--- config.mk ---
export PLATFORM = sky130hd
export DESIGN_NAME = alu_arbiter_flat
export DESIGN_NICKNAME = d
export VERILOG_FILES = /design/src/rtl/alu_arbiter_if.sv /design/src/rtl/alu_arbiter.sv /design/src/flat_wrapper.sv
export SDC_FILE = /design/constraint.sdc
export NUM_CORES = 1
export LEC_CHECK = 0
export CAP_MARGIN = 20
export CORE_MARGIN = 5
export CORE_UTILIZATION = 42
export CTS_BUF_LIST = sky130_fd_sc_hd__clkbuf_16
export CTS_CLUSTER_DIAMETER = 60
export DETAILED_ROUTE_END_ITERATION = 8
export HOLD_SLACK_MARGIN = 0.06
export PLACE_DENSITY = 0.84
export SLEW_MARGIN = 30
export SYNTH_ARGS = -nofsm -noshare
export SYNTH_HDL_FRONTEND = slang
export SYNTH_SLANG_ARGS = --single-unit
--- constraint.sdc ---
create_clock -name clk -period 4.1 [get_ports clk]
set_input_delay 0.41 -clock clk [delete_from_list [all_inputs] [get_ports clk]]
set_output_delay 0.41 -clock clk [all_outputs]
set_load 0.01 [all_outputs]
--- src/rtl/alu_arbiter_if.sv ---
// Request/response bundle between the two ALU requesters, the response consumer and alu_arbiter.
// The master side drives requests and rsp_ready; the slave side (the arbiter) drives grants and results.
interface alu_arbiter_if #(
    parameter int WIDTH = 32,
    parameter int CNT_W = 16
);
    logic             req0_valid;
    logic             req0_ready;
    logic [WIDTH-1:0] req0_a;
    logic [WIDTH-1:0] req0_b;
    logic [2:0]       req0_op;
    logic             req1_valid;
    logic             req1_ready;
    logic [WIDTH-1:0] req1_a;
    logic [WIDTH-1:0] req1_b;
    logic [2:0]       req1_op;
    logic             rsp_valid;
    logic             rsp_ready;
    logic [WIDTH-1:0] rsp_data;
    logic             rsp_id;
    logic             rsp_err;
    logic [CNT_W-1:0] op_count;

    modport master (
        output req0_valid, req0_a, req0_b, req0_op,
        output req1_valid, req1_a, req1_b, req1_op,
        output rsp_ready,
        input  req0_ready, req1_ready,
        input  rsp_valid, rsp_data, rsp_id, rsp_err, op_count
    );

    modport slave (
        input  req0_valid, req0_a, req0_b, req0_op,
        input  req1_valid, req1_a, req1_b, req1_op,
        input  rsp_ready,
        output req0_ready, req1_ready,
        output rsp_valid, rsp_data, rsp_id, rsp_err, op_count
    );
endinterface

--- src/rtl/alu_arbiter.sv ---
// Round-robin arbiter sharing one single-cycle ALU between two requesters,
// returning the registered result through a one-entry valid/ready response buffer.
module alu_arbiter #(
    parameter int WIDTH = 32,
    parameter int CNT_W = 16
) (
    input logic          clk,
    input logic          reset_n,
    alu_arbiter_if.slave bus
);

    logic             last_grant;
    logic             can_accept;
    logic             grant0;
    logic             grant1;
    logic             grant_any;
    logic [WIDTH-1:0] sel_a;
    logic [WIDTH-1:0] sel_b;
    logic [2:0]       sel_op;
    logic [WIDTH-1:0] alu_res;
    logic             alu_err;

    // Both valid: the port that did not win last time gets the ALU; grants are held off while in reset.
    always_comb begin
        can_accept = !bus.rsp_valid || bus.rsp_ready;
        grant0     = reset_n && can_accept && bus.req0_valid && (!bus.req1_valid || last_grant);
        grant1     = reset_n && can_accept && bus.req1_valid && (!bus.req0_valid || !last_grant);
        grant_any  = grant0 || grant1;
        sel_a      = grant1 ? bus.req1_a  : bus.req0_a;
        sel_b      = grant1 ? bus.req1_b  : bus.req0_b;
        sel_op     = grant1 ? bus.req1_op : bus.req0_op;
    end

    assign bus.req0_ready = grant0;
    assign bus.req1_ready = grant1;

    // Unsigned wrap-around ALU; undefined encodings still complete, flagged by alu_err.
    always_comb begin
        alu_res = '0;
        alu_err = 1'b0;
        case (sel_op)
            3'b000:  alu_res = sel_a & sel_b;
            3'b001:  alu_res = sel_a | sel_b;
            3'b010:  alu_res = sel_a + sel_b;
            3'b110:  alu_res = sel_a - sel_b;
            3'b111:  alu_res = {{(WIDTH-1){1'b0}}, (sel_a < sel_b)};
            default: alu_err = 1'b1;
        endcase
    end

    // An accept overrides a same-cycle drain, so a full buffer still yields one result per cycle.
    always_ff @(posedge clk or negedge reset_n) begin
        if (!reset_n) begin
            bus.rsp_valid <= 1'b0;
            bus.rsp_data  <= '0;
            bus.rsp_id    <= 1'b0;
            bus.rsp_err   <= 1'b0;
            bus.op_count  <= '0;
            last_grant    <= 1'b1;
        end else if (grant_any) begin
            bus.rsp_valid <= 1'b1;
            bus.rsp_data  <= alu_res;
            bus.rsp_id    <= grant1;
            bus.rsp_err   <= alu_err;
            last_grant    <= grant1;
            if (bus.op_count != {CNT_W{1'b1}}) begin
                bus.op_count <= bus.op_count + CNT_W'(1);
            end
        end else if (bus.rsp_ready) begin
            bus.rsp_valid <= 1'b0;
        end
    end

endmodule

--- src/flat_wrapper.sv ---
// flat-port wrapper written by rule: the top's interface ports become plain ports
module alu_arbiter_flat 
#(
    parameter int WIDTH = 32,
    parameter int CNT_W = 16
)
  (clk, reset_n, bus_req0_valid, bus_req0_a, bus_req0_b, bus_req0_op, bus_req1_valid, bus_req1_a, bus_req1_b, bus_req1_op, bus_rsp_ready, bus_req0_ready, bus_req1_ready, bus_rsp_valid, bus_rsp_data, bus_rsp_id, bus_rsp_err, bus_op_count);
  alu_arbiter_if #(.WIDTH(WIDTH), .CNT_W(CNT_W)) bus_i ();
  input logic clk;
  input logic reset_n;
  input wire logic [$bits(bus_i.req0_valid)-1:0] bus_req0_valid;
  input wire logic [$bits(bus_i.req0_a)-1:0] bus_req0_a;
  input wire logic [$bits(bus_i.req0_b)-1:0] bus_req0_b;
  input wire logic [$bits(bus_i.req0_op)-1:0] bus_req0_op;
  input wire logic [$bits(bus_i.req1_valid)-1:0] bus_req1_valid;
  input wire logic [$bits(bus_i.req1_a)-1:0] bus_req1_a;
  input wire logic [$bits(bus_i.req1_b)-1:0] bus_req1_b;
  input wire logic [$bits(bus_i.req1_op)-1:0] bus_req1_op;
  input wire logic [$bits(bus_i.rsp_ready)-1:0] bus_rsp_ready;
  output wire logic [$bits(bus_i.req0_ready)-1:0] bus_req0_ready;
  output wire logic [$bits(bus_i.req1_ready)-1:0] bus_req1_ready;
  output wire logic [$bits(bus_i.rsp_valid)-1:0] bus_rsp_valid;
  output wire logic [$bits(bus_i.rsp_data)-1:0] bus_rsp_data;
  output wire logic [$bits(bus_i.rsp_id)-1:0] bus_rsp_id;
  output wire logic [$bits(bus_i.rsp_err)-1:0] bus_rsp_err;
  output wire logic [$bits(bus_i.op_count)-1:0] bus_op_count;
  assign bus_i.req0_valid = bus_req0_valid;
  assign bus_i.req0_a = bus_req0_a;
  assign bus_i.req0_b = bus_req0_b;
  assign bus_i.req0_op = bus_req0_op;
  assign bus_i.req1_valid = bus_req1_valid;
  assign bus_i.req1_a = bus_req1_a;
  assign bus_i.req1_b = bus_req1_b;
  assign bus_i.req1_op = bus_req1_op;
  assign bus_i.rsp_ready = bus_rsp_ready;
  assign bus_req0_ready = bus_i.req0_ready;
  assign bus_req1_ready = bus_i.req1_ready;
  assign bus_rsp_valid = bus_i.rsp_valid;
  assign bus_rsp_data = bus_i.rsp_data;
  assign bus_rsp_id = bus_i.rsp_id;
  assign bus_rsp_err = bus_i.rsp_err;
  assign bus_op_count = bus_i.op_count;
  alu_arbiter #(.WIDTH(WIDTH), .CNT_W(CNT_W)) u_core (.clk(clk), .reset_n(reset_n), .bus(bus_i));
endmodule
==> results of run 1 <==
worst max-delay path, stage by stage:
cell and delay [ns]:
clkdlybuf4s50_1 0.49, a21boi_4 0.22, nand3_4 0.22, buf_12 0.23, buf_4 0.15, mux2i_4 0.17, inv_2 0.07, ha_4 0.29
and3_1 0.18, nand3_2 0.14, nor3_4 0.27, a21oi_2 0.10, a2111o_1 0.48, o31ai_2 0.30, xnor2_1 0.10, a22oi_1 0.14
o22ai_1 0.11, a221o_1 0.27
placed cells by master, fill, tap and decap left out, drive strengths merged, types with 13 or more instances in the layout:
cell type,instances
nand2,231
clkdlybuf4s50,190
buf,179
ha,107
inv,105
a21oi,71
nor2,68
o21ai,66
dfrtp,51
xnor2,44
mux2i,22
nand3,21
nor3,20
a21o,17
a22oi,17
o22ai,16
nand2b,13
flip-flops by register name, indices dropped and copies added (netlist names):
register	count
u_core.bus.rsp_err	1
u_core.bus.rsp_data	32
u_core.last_grant	1
u_core.bus.rsp_id	1
u_core.bus.rsp_valid	1
u_core.bus.op_count	16
area by class of cell:
cell class | count | area [um2]
clock buffer | 5 | 125
clock inverter | 3 | 27.5
fill | 1465 | 6250
inverter | 104 | 398
multi-input combinational | 861 | 6120
sequential | 52 | 1300
tap | 229 | 287
timing repair buffer | 370 | 3330
power breakdown:
group | internal (W) | switching (W)
sequential | 0.000643 | 0.000116
combinational | 0.00130 | 0.00132
clock | 0.000233 | 0.000230
cells in the mapped netlist, drive strengths merged (17+ instances only):
master / number / area [um2]
a21o: 17 / 128
a21oi: 71 / 355
a22oi: 17 / 128
clkbuf: 34 / 128
dfrtp: 51 / 1280
ha: 107 / 1340
inv: 104 / 393
mux2i: 22 / 220
nand2: 231 / 867
nand3: 21 / 118
nor2: 68 / 255
nor3: 20 / 105
o21ai: 66 / 330
xnor2: 44 / 385
final timing paths:
check | endpoint | cells after the start | from
max in group asynchronous | u_core.bus.rsp_data[9] | 2 | reset_n
min reg2reg | u_core.bus.rsp_id | 2 | u_core.bus.rsp_id
max reg2reg | u_core.bus.rsp_data[29] | 16 | u_core.last_grant
max | u_core.bus.rsp_data[29] | 18 | bus_req1_valid
min in group clk | u_core.bus.rsp_id | 2 | u_core.bus.rsp_id
min | u_core.bus.op_count[1] | 2 | reset_n
timing repair:
action,4_1_cts,5_1_grt
setup endpoints to repair,4,18
pin swaps,1,34
hold buffers,0,0
buffers inserted,0,13
gates cloned,0,1
gates resized for setup,4,96
logic make-up after synthesis:
group / share of synthesized area (%)
XOR/XNOR: 6.14
buffers and inverters: 7.39
flip-flops: 17.2
multiplexers: 3.06
adder cells (fa/ha/maj): 18.2
AND/OR/NAND/NOR: 22.1
AO/OA/AOI/OAI: 25.9
metrics by stage:
step	TNS [ns]	hold slack (ns)	util (%)	total power (W)
floorplan	0	0.114	-	0.00204
global placement	-2.32	0.462	61.0	0.00311
detailed placement	-4.42	0.469	61.0	0.00316
CTS	0	0.356	61.9	0.00364
global route	-0.792	0.415	65.0	0.00408
finish	-0.0152	0.337	65.0	0.00384
per-layer routing:
layer,GRT usage (%),part of all wire [%],vias to the layer above
met5,0,0,-
met4,8.05,3.7,0
met3,4.17,8.7,82
met2,42.4,47,459
met1,32.8,41,4175
li1,-,-,4323
==> results.md, run 1 <==
* Max rail drop VDD at 0.204 mV
* Crit-path max FO at 8
* Clk pin slew, worst setup/hold paths at 0.08 ns
* EDFF count, synth at 0
* Leak at 5.59 nW
* Slew of the pin with the lowest slew margin at 0.966 ns
* IO Port Bufs at 191
* Row cnt at 49
* Worst endpoint required time at 4.31 ns
* Post-DP HPWL at 21.8 mm
* Total global-route track usage at 25.1%
* Final setup fails at 1
* Synth Instances at 1060
* Final antenna-violating net count at 0
* Cell variety after synth at 77
* First-pass GRT wire length at 42.3 mm
* Ant diodes at 0
* Post-placement cell count at 1602
* Tmin final at 4.12 ns
* Core ar. at 17800 um2
* Syn avg cell area at 7.14 um2
* Setup CP Type: in2reg
* Nets@finish at 1642
* Vias in the first global route at 8584
* Layout cells sized above 1 at 20.2%
* Reg2reg setup slack at 0.11 ns
* DRC at 0
* FMAX at 243 MHz
* Asr flop ratio synth at 100%
* PwrDens at 331 nW/um2
* Iter 0 DRT Violations at 730
* H-tree levels at 2
* CP startpoint kind: primary input
* Register area share after synthesis at 17.2%
* Via/cell ratio at 5.57
* Die area at 20800 um2
* Critical Path AT at 4.32 ns
* P&R area growth vs syn at 53.2%
* Vias at 9039
* RD Place Congestion at 0.991
* Average routed wire per standard cell at 17.5 um
* Final Hold Viols at 0
* Failing checks: setup timing
* CTS Buffer Depth at 2
* Pin count of the biggest net entering global routing at 55
* DR pass1 iterations at 6
* Die H at 144 um
* Design area at 11600 um2
* CTS tree: done
* Synthesized Nets at 1308
* Total CTS buffers at 5
* Final WL at 28.4 mm
* Synthesis warning total at 0
* Status: finished with violations
* Tcrit/Tclk final at 100%
* Starting density of the core at 42.4%
* Count of state elements after synthesis at 52
* Ys flop type: dfrtp_1
* Worst skew pair latency at 0.31 ns
* CP Capture Type: flip-flop
* CTS Root Cell: clkbuf_16
* Final WS setup at -0.0152 ns
* Io pins at 192
* HP Class: in2async
* Pre-CTS setup slack at -0.398 ns
* Placed cell areas at 10900 um2
* GRT overflow at 0
* Fin. max-slew vios at 0
* Maxcap violations at 0
* Worst clock skew at 0.00917 ns
* Layout Cells excl Fill at 1624
* RSZ-0062 raised after global routing: true
* Die W at 144 um
* Clk sinks at 52
* Mapped Area at 7570 um2
* Antenna violations before repair at 0
* Slew headroom at 34.9%
(Power assumes the default switching activity.)
==> run 2: changes to the inputs <==
Settings changed: CORE_UTILIZATION 42 to 46, PLACE_DENSITY 0.84 to 0.79, SLEW_MARGIN 30 to 20.
==> results.md, run 2 (same netlist as run 1, synthesis figures left out) <==
* Core ar. at 16000 um2
* P&R area growth vs syn at 47.7%
* DR pass1 iterations at 5
* Crit-path max cell delay at 0.50 ns
* Layout Cells excl Fill at 1591
* Row cnt at 46
* Final Hold Viols at 0
* First-pass GRT wire length at 43.0 mm
* H-tree levels at 2
* CTS Root Cell: clkbuf_16
* IO Port Bufs at 191
* CP Capture Type: flip-flop
* PwrDens at 333 nW/um2
* Tcrit/Tclk final at 99.2%
* Slew headroom at 31.0%
* Slew of the pin with the lowest slew margin at 1.02 ns
* HP Class: in2async
* Antenna violations before repair at 0
* CTS tree: done
* Leak at 5.47 nW
* Most frequent cells in the layout: 231 x nand2_1, 188 x clkdlybuf4s50_1, 156 x buf_4, 103 x ha_1, 102 x inv_1
* Die area at 19100 um2
* Max FFs per register at 32
* Critical R2R Capture: u_core.bus.rsp_data[20]
* Setup CP Type: in2reg
* Setup tns final at 0 ns
* Final setup fails at 0
* Total CTS buffers at 5
* Pin count of the biggest net entering global routing at 55
* Io pins at 192
* Fin. max-slew vios at 0
* Die H at 138 um
* Total global-route track usage at 26.9%
* DRC at 0
* Layout cells sized above 1 at 16.3%
* Final antenna-violating net count at 0
* Critical Path AT at 4.25 ns
* Die W at 138 um
* Overall power at 0.00372 W
* Vias in the first global route at 8374
* Starting density of the core at 47.3%
* Top Registers: u_core.bus.rsp_data (32), u_core.bus.op_count (16)
* CTS Buffer Depth at 2
* R2r startpoint: u_core.last_grant
* Largest reg by FF count: u_core.bus.rsp_data
* FMAX at 246 MHz
* Final WL at 27.5 mm
* Max rail drop VDD at 0.193 mV
* Commonest non-fill, non-tap cell in the layout: nand2_1
* Maxcap violations at 0
* Setup crit end: u_core.bus.rsp_data[20]
* Average routed wire per standard cell at 17.3 um
* Post-DP HPWL at 22.2 mm
* Crit-path max FO at 5
* Cell Chain, Critical Path: clkdlybuf4s50_1, nand2b_4, nand3_4, buf_6, mux2i_1, buf_4, ha_2, inv_2, fa_2, nand2b_4, a2111oi_4, nor3_4, a2111oi_4, o22a_2, a31oi_4, o31ai_2, xnor2_1, a222oi_1, o21ai_1
* RD Place Congestion at 0.951
* Ant diodes at 0
* Tmin final at 4.07 ns
* Status: completed
* Vias at 8702
* Iter 0 DRT Violations at 585
* Via/cell ratio at 5.47
* Slowest cell on the critical path: clkdlybuf4s50_1
* Post-placement cell count at 1581
* GRT overflow at 0
* R2R cell count at 15
* Fillers at 1406
* Clk pin slew, worst setup/hold paths at 0.08 ns
* Worst skew pair latency at 0.32 ns
* Worst clock skew at 0.0176 ns
* Reg2reg setup slack at 0.16 ns
* Setup crit start: bus_rsp_ready
* Clk sinks at 52
* Cts hold-fix bufs at 0
* CP startpoint kind: primary input
* Worst endpoint required time at 4.29 ns
* Nets@finish at 1622
-- run 2: cell types whose count changed in the layout (fill, tap and decap cells not counted), sizes merged --
cell / delta
clkinv: +1
dlymetal6s2s: +2
buf: -19
inv: -1
clkbuf: -1
clkdlybuf4s50: -2
-- run 2: worst max-delay path, delay by kind of cell --
kind / cells / cell delay [ns]
xor gates and xnor gates: 1 / 0.12
adders and majority gates: 2 / 0.42
AOI/OAI and AO/OA: 7 / 1.78
and+or+nand+nor: 4 / 0.49
buffers and inverters: 4 / 0.88
muxes: 1 / 0.13
-- run 2: area by class of cell --
class | instances | area (um2) | area share, %
repair buffers | 350 | 3130 | 28.0
flip-flops and latches | 52 | 1300 | 11.7
clock buffers | 5 | 125 | 1.12
clock inverters | 3 | 27.5 | 0.246
multi-input cells | 861 | 5920 | 53.0
inverters | 104 | 403 | 3.61
well taps | 216 | 270 | 2.42
-- run 2: per-layer routing --
metal / vias to the layer above / GRT usage (%) / routed length (um)
met5: - / 0 / 0
met4: 0 / 7.12 / 587
met3: 49 / 3.66 / 1890
met2: 326 / 45.5 / 13000
met1: 4042 / 36.3 / 12000
li1: 4285 / - / -
-- run 2: how the worst min path moves through the flow --
stage                           start                     end  slack, ns  cells after the start
floorplan                     reset_n  u_core.bus.op_count[0]       0.11                      0
global placement    u_core.bus.rsp_id       u_core.bus.rsp_id       0.46                      2
detailed placement  u_core.bus.rsp_id       u_core.bus.rsp_id       0.47                      2
CTS                           reset_n  u_core.bus.rsp_data[4]       0.35                      2
global route                  reset_n  u_core.bus.rsp_data[4]       0.39                      2
finish                        reset_n  u_core.bus.rsp_data[4]       0.33                      2
-- run 2: power breakdown --
part,switching [W],internal [W],leakage [nW]
combinational,0.00126,0.00124,4.71
sequential,0.000113,0.000643,0.685
clock,0.000236,0.000233,0.0719
total,0.00161,0.00211,5.47
-- run 2: timing repair --
| action | CTS | global route |
|---|---|---|
| gates resized for setup | 7 | 40 |
| cloned | 0 | 0 |
| setup buffers | 0 | 2 |
| endpoints found under the hold margin | 0 | 0 |
| endpoints found under the setup margin | 5 | 19 |
| pin swaps | 3 | 16 |
-- run 2: stage by stage --
stage	util [%]	hold WS, ns	setup WS, ns	cell area [um2]
floorplan	-	0.114	0.0963	7570
global placement	67.3	0.461	-0.319	10800
detailed placement	67.3	0.466	-0.401	10800
CTS	68.5	0.346	0.00669	11000
global route	69.8	0.392	-0.0676	11200
finish	69.8	0.326	0.0345	11200
==> run 3: changes to the inputs <==
Settings changed: ABC_AREA set to 1, CORE_UTILIZATION 46 to 47.
==> results.md, run 3 <==
* Most common cell in the netlist: nand2_1
* Tmin final at 3.88 ns
* Starting density of the core at 47.7%
* Slew headroom at 54.5%
* Core ar. at 17200 um2
* Post-synthesis mux area share at 0.137%
* Maxcap violations at 0
* Pin count of the biggest net entering global routing at 43
* Crit-path max FO at 42
* Tcrit/Tclk final at 94.6%
* Slowest cell on the critical path: ha_1
* Final WL at 31.6 mm
* DR pass1 iterations at 6
* Io pins at 192
* CTS tree: done
* Pre-CTS setup slack at -0.106 ns
* Area share of the largest cell type after synthesis at 16.3%
* Buf/Inv on CP at 7
* Post-Synth Simple-Gate Area at 31.1%
* Final Hold Viols at 0
* Die area at 20200 um2
* Ant diodes at 0
* CP startpoint kind: primary input
* Largest reg by FF count: u_core.bus.rsp_data
* P&R area growth vs syn at 32.3%
* Die W at 142 um
* Die H at 142 um
* CP delay by family, top: compound AO/OA/AOI/OAI gates
* Mapped Area at 8190 um2
* CTS Buffer Depth at 2
* HP Class: in2async
* Vias in the first global route at 9122
* Hold_ws at 0.147 ns
* Fillers at 1742
* Post-CTS Setup Inserts at 0
* Most frequent cell on the critical path: nand2_1
* Vias at 9676
* Reg2reg setup slack at 0.37 ns
* CTS Root Cell: clkbuf_16
* Leak at 5.69 nW
* Asr flop ratio synth at 100%
* Row cnt at 48
* Critical R2R Capture: u_core.bus.rsp_data[0]
* CP Capture Type: flip-flop
* Layout cells sized above 1 at 7.85%
* Iter 0 DRT Violations at 1053
* RD Place Congestion at 1.06
* Worst skew pair latency at 0.30 ns
* Max rail drop VDD at 0.271 mV
* Crit-path max cell delay at 0.56 ns
* Total global-route track usage at 30.3%
* EDFF count, synth at 0
* PwrDens at 340 nW/um2
* Syn avg cell area at 6.05 um2
* Worst endpoint required time at 4.34 ns
* Commonest non-fill, non-tap cell in the layout: nand2_1
* Max FFs per register at 32
* Cell variety after synth at 52
* Slew of the pin with the lowest slew margin at 0.681 ns
* Nets@finish at 1813
* Synth Instances at 1353
* Cell Chain, Critical Path: clkdlybuf4s50_1, inv_2, a21oi_2, nand2_4, buf_12, buf_12, o21ai_0, inv_1, ha_1, inv_1, a21oi_1, o21ai_0, a2111oi_1, buf_4, nand4_1, nand2_1, nand2_1, nand2_1
* Ranking of synthesized cells by area: ha_1 16%, dfrtp_1 16%, nand2_1 15%, inv_1 10%, o21ai_0 7.7%
* Via/cell ratio at 5.40
* H-tree levels at 2
* Post-synth top cells: 320 x nand2_1, 220 x inv_1, 126 x o21ai_0
* Largest area contributor in the netlist: ha_1
* IO Port Bufs at 191
* Share of the synthesized area in compound gates (AO/OA/AOI/OAI) at 21.4%
* R2r startpoint: u_core.last_grant
* Final WS setup at 0.220 ns
* Clk pin slew, worst setup/hold paths at 0.08 ns
* FMAX at 258 MHz
* First-pass GRT wire length at 48.5 mm
* Critical Path AT at 4.12 ns
* Register area share after synthesis at 15.9%
* Clk sinks at 52
* RSZ-0062 raised after global routing: false
* Final setup fails at 0
* Most frequent cells in the layout: 318 x nand2_1, 220 x inv_1, 190 x clkdlybuf4s50_1, 116 x o21ai_0, 113 x a21oi_1
* Worst clock skew at 0.0108 ns
* Synthesis warning total at 0
* Post-DP HPWL at 26.5 mm
* Post-Synth XOR/XNOR Area at 2.14%
* Fin util at 63.1%
* Synthesized Nets at 1601
* Total CTS buffers at 5
* Setup CP Type: in2reg
* Setup crit start: bus_rsp_ready
* Average routed wire per standard cell at 17.6 um
* Fin. max-slew vios at 0
* Combinational family with the most area after synthesis: simple AND/OR/NAND/NOR gates
* GRT overflow at 0
* Antenna violations before repair at 0
* Setup tns final at 0 ns
* Status: completed
* Adder-cell share of the synthesized area at 16.8%
* R2R cell count at 17
* DRC at 0
* Top Registers: u_core.bus.rsp_data (32), u_core.bus.op_count (16)
* Count of state elements after synthesis at 52
* Final antenna-violating net count at 0
* Ys flop type: dfrtp_1
## run 3: cell count changes after synthesis, sizes merged, moves of 31 or more
cell | before | now
nand2 | 231 | 325
o21ai | 66 | 142
nor2 | 68 | 102
xnor2 | 44 | 5
a21oi | 71 | 116
nand3 | 21 | 87
or2 | 2 | 33
inv | 104 | 229
## run 3: cells by family (layout without fill, tap and decap cells)
kind of cell | after synthesis | count (layout)
simple gates | 586 | 587
compound gates | 317 | 317
buf+inv | 268 | 480
fa+ha+maj | 109 | 109
flops | 52 | 52
xor+xnor | 20 | 20
mux | 1 | 1
## run 3: layer usage
metal  vias up  part of all wire [%]  track usage (%)
met3        16                    11             5.98
met4         0                  0.75             3.89
met1      4372                    46             44.7
met5         -                     0                0
met2       474                    42             46.9
li1       4814                     -                -
## run 3: layout make-up
cell class | count | area, um2 | area share, %
repair buffers | 242 | 2330 | 21.5
flip-flops and latches | 52 | 1300 | 12.0
well taps | 225 | 282 | 2.60
clock inverters | 3 | 27.5 | 0.254
clock buffers | 5 | 125 | 1.15
multi-input cells | 1034 | 5900 | 54.5
inverters | 230 | 865 | 7.98
## run 3: what timing repair did
action,4_1_cts,5_1_grt
setup endpoints to repair,0,8
resized for setup,0,17
hold buffers,1,0
hold endpoints to repair,3,0
## run 3: stage by stage
step / area, um2 / std cells / power (W)
floorplan: 8190 / 1353 / 0.00212
global placement: 10600 / 1781 / 0.00315
detailed placement: 10600 / 1781 / 0.00318
CTS: 10800 / 1790 / 0.00363
global route: 10800 / 1791 / 0.00397
finish: 10800 / 1791 / 0.00368
## run 3: worst max-delay path by stage
stage / endpoint / slack, ns / depth (start not counted)
detailed placement: u_core.bus.rsp_data[29] / -0.11 / 20
global route: u_core.bus.rsp_data[31] / 0.02 / 20
CTS: u_core.bus.rsp_data[29] / 0.20 / 20
floorplan: u_core.bus.rsp_data[22] / 0.70 / 22
finish: u_core.bus.rsp_data[0] / 0.22 / 18
global placement: u_core.bus.rsp_data[0] / -0.1 / 18
## run 3: where the power goes
part / total [W] / switching [W] / internal, W
clock: 0.000439 / 0.000207 / 0.000232
combinational: 0.00246 / 0.00144 / 0.00102
sequential: 0.000778 / 0.000115 / 0.000663
total: 0.00368 / 0.00177 / 0.00192
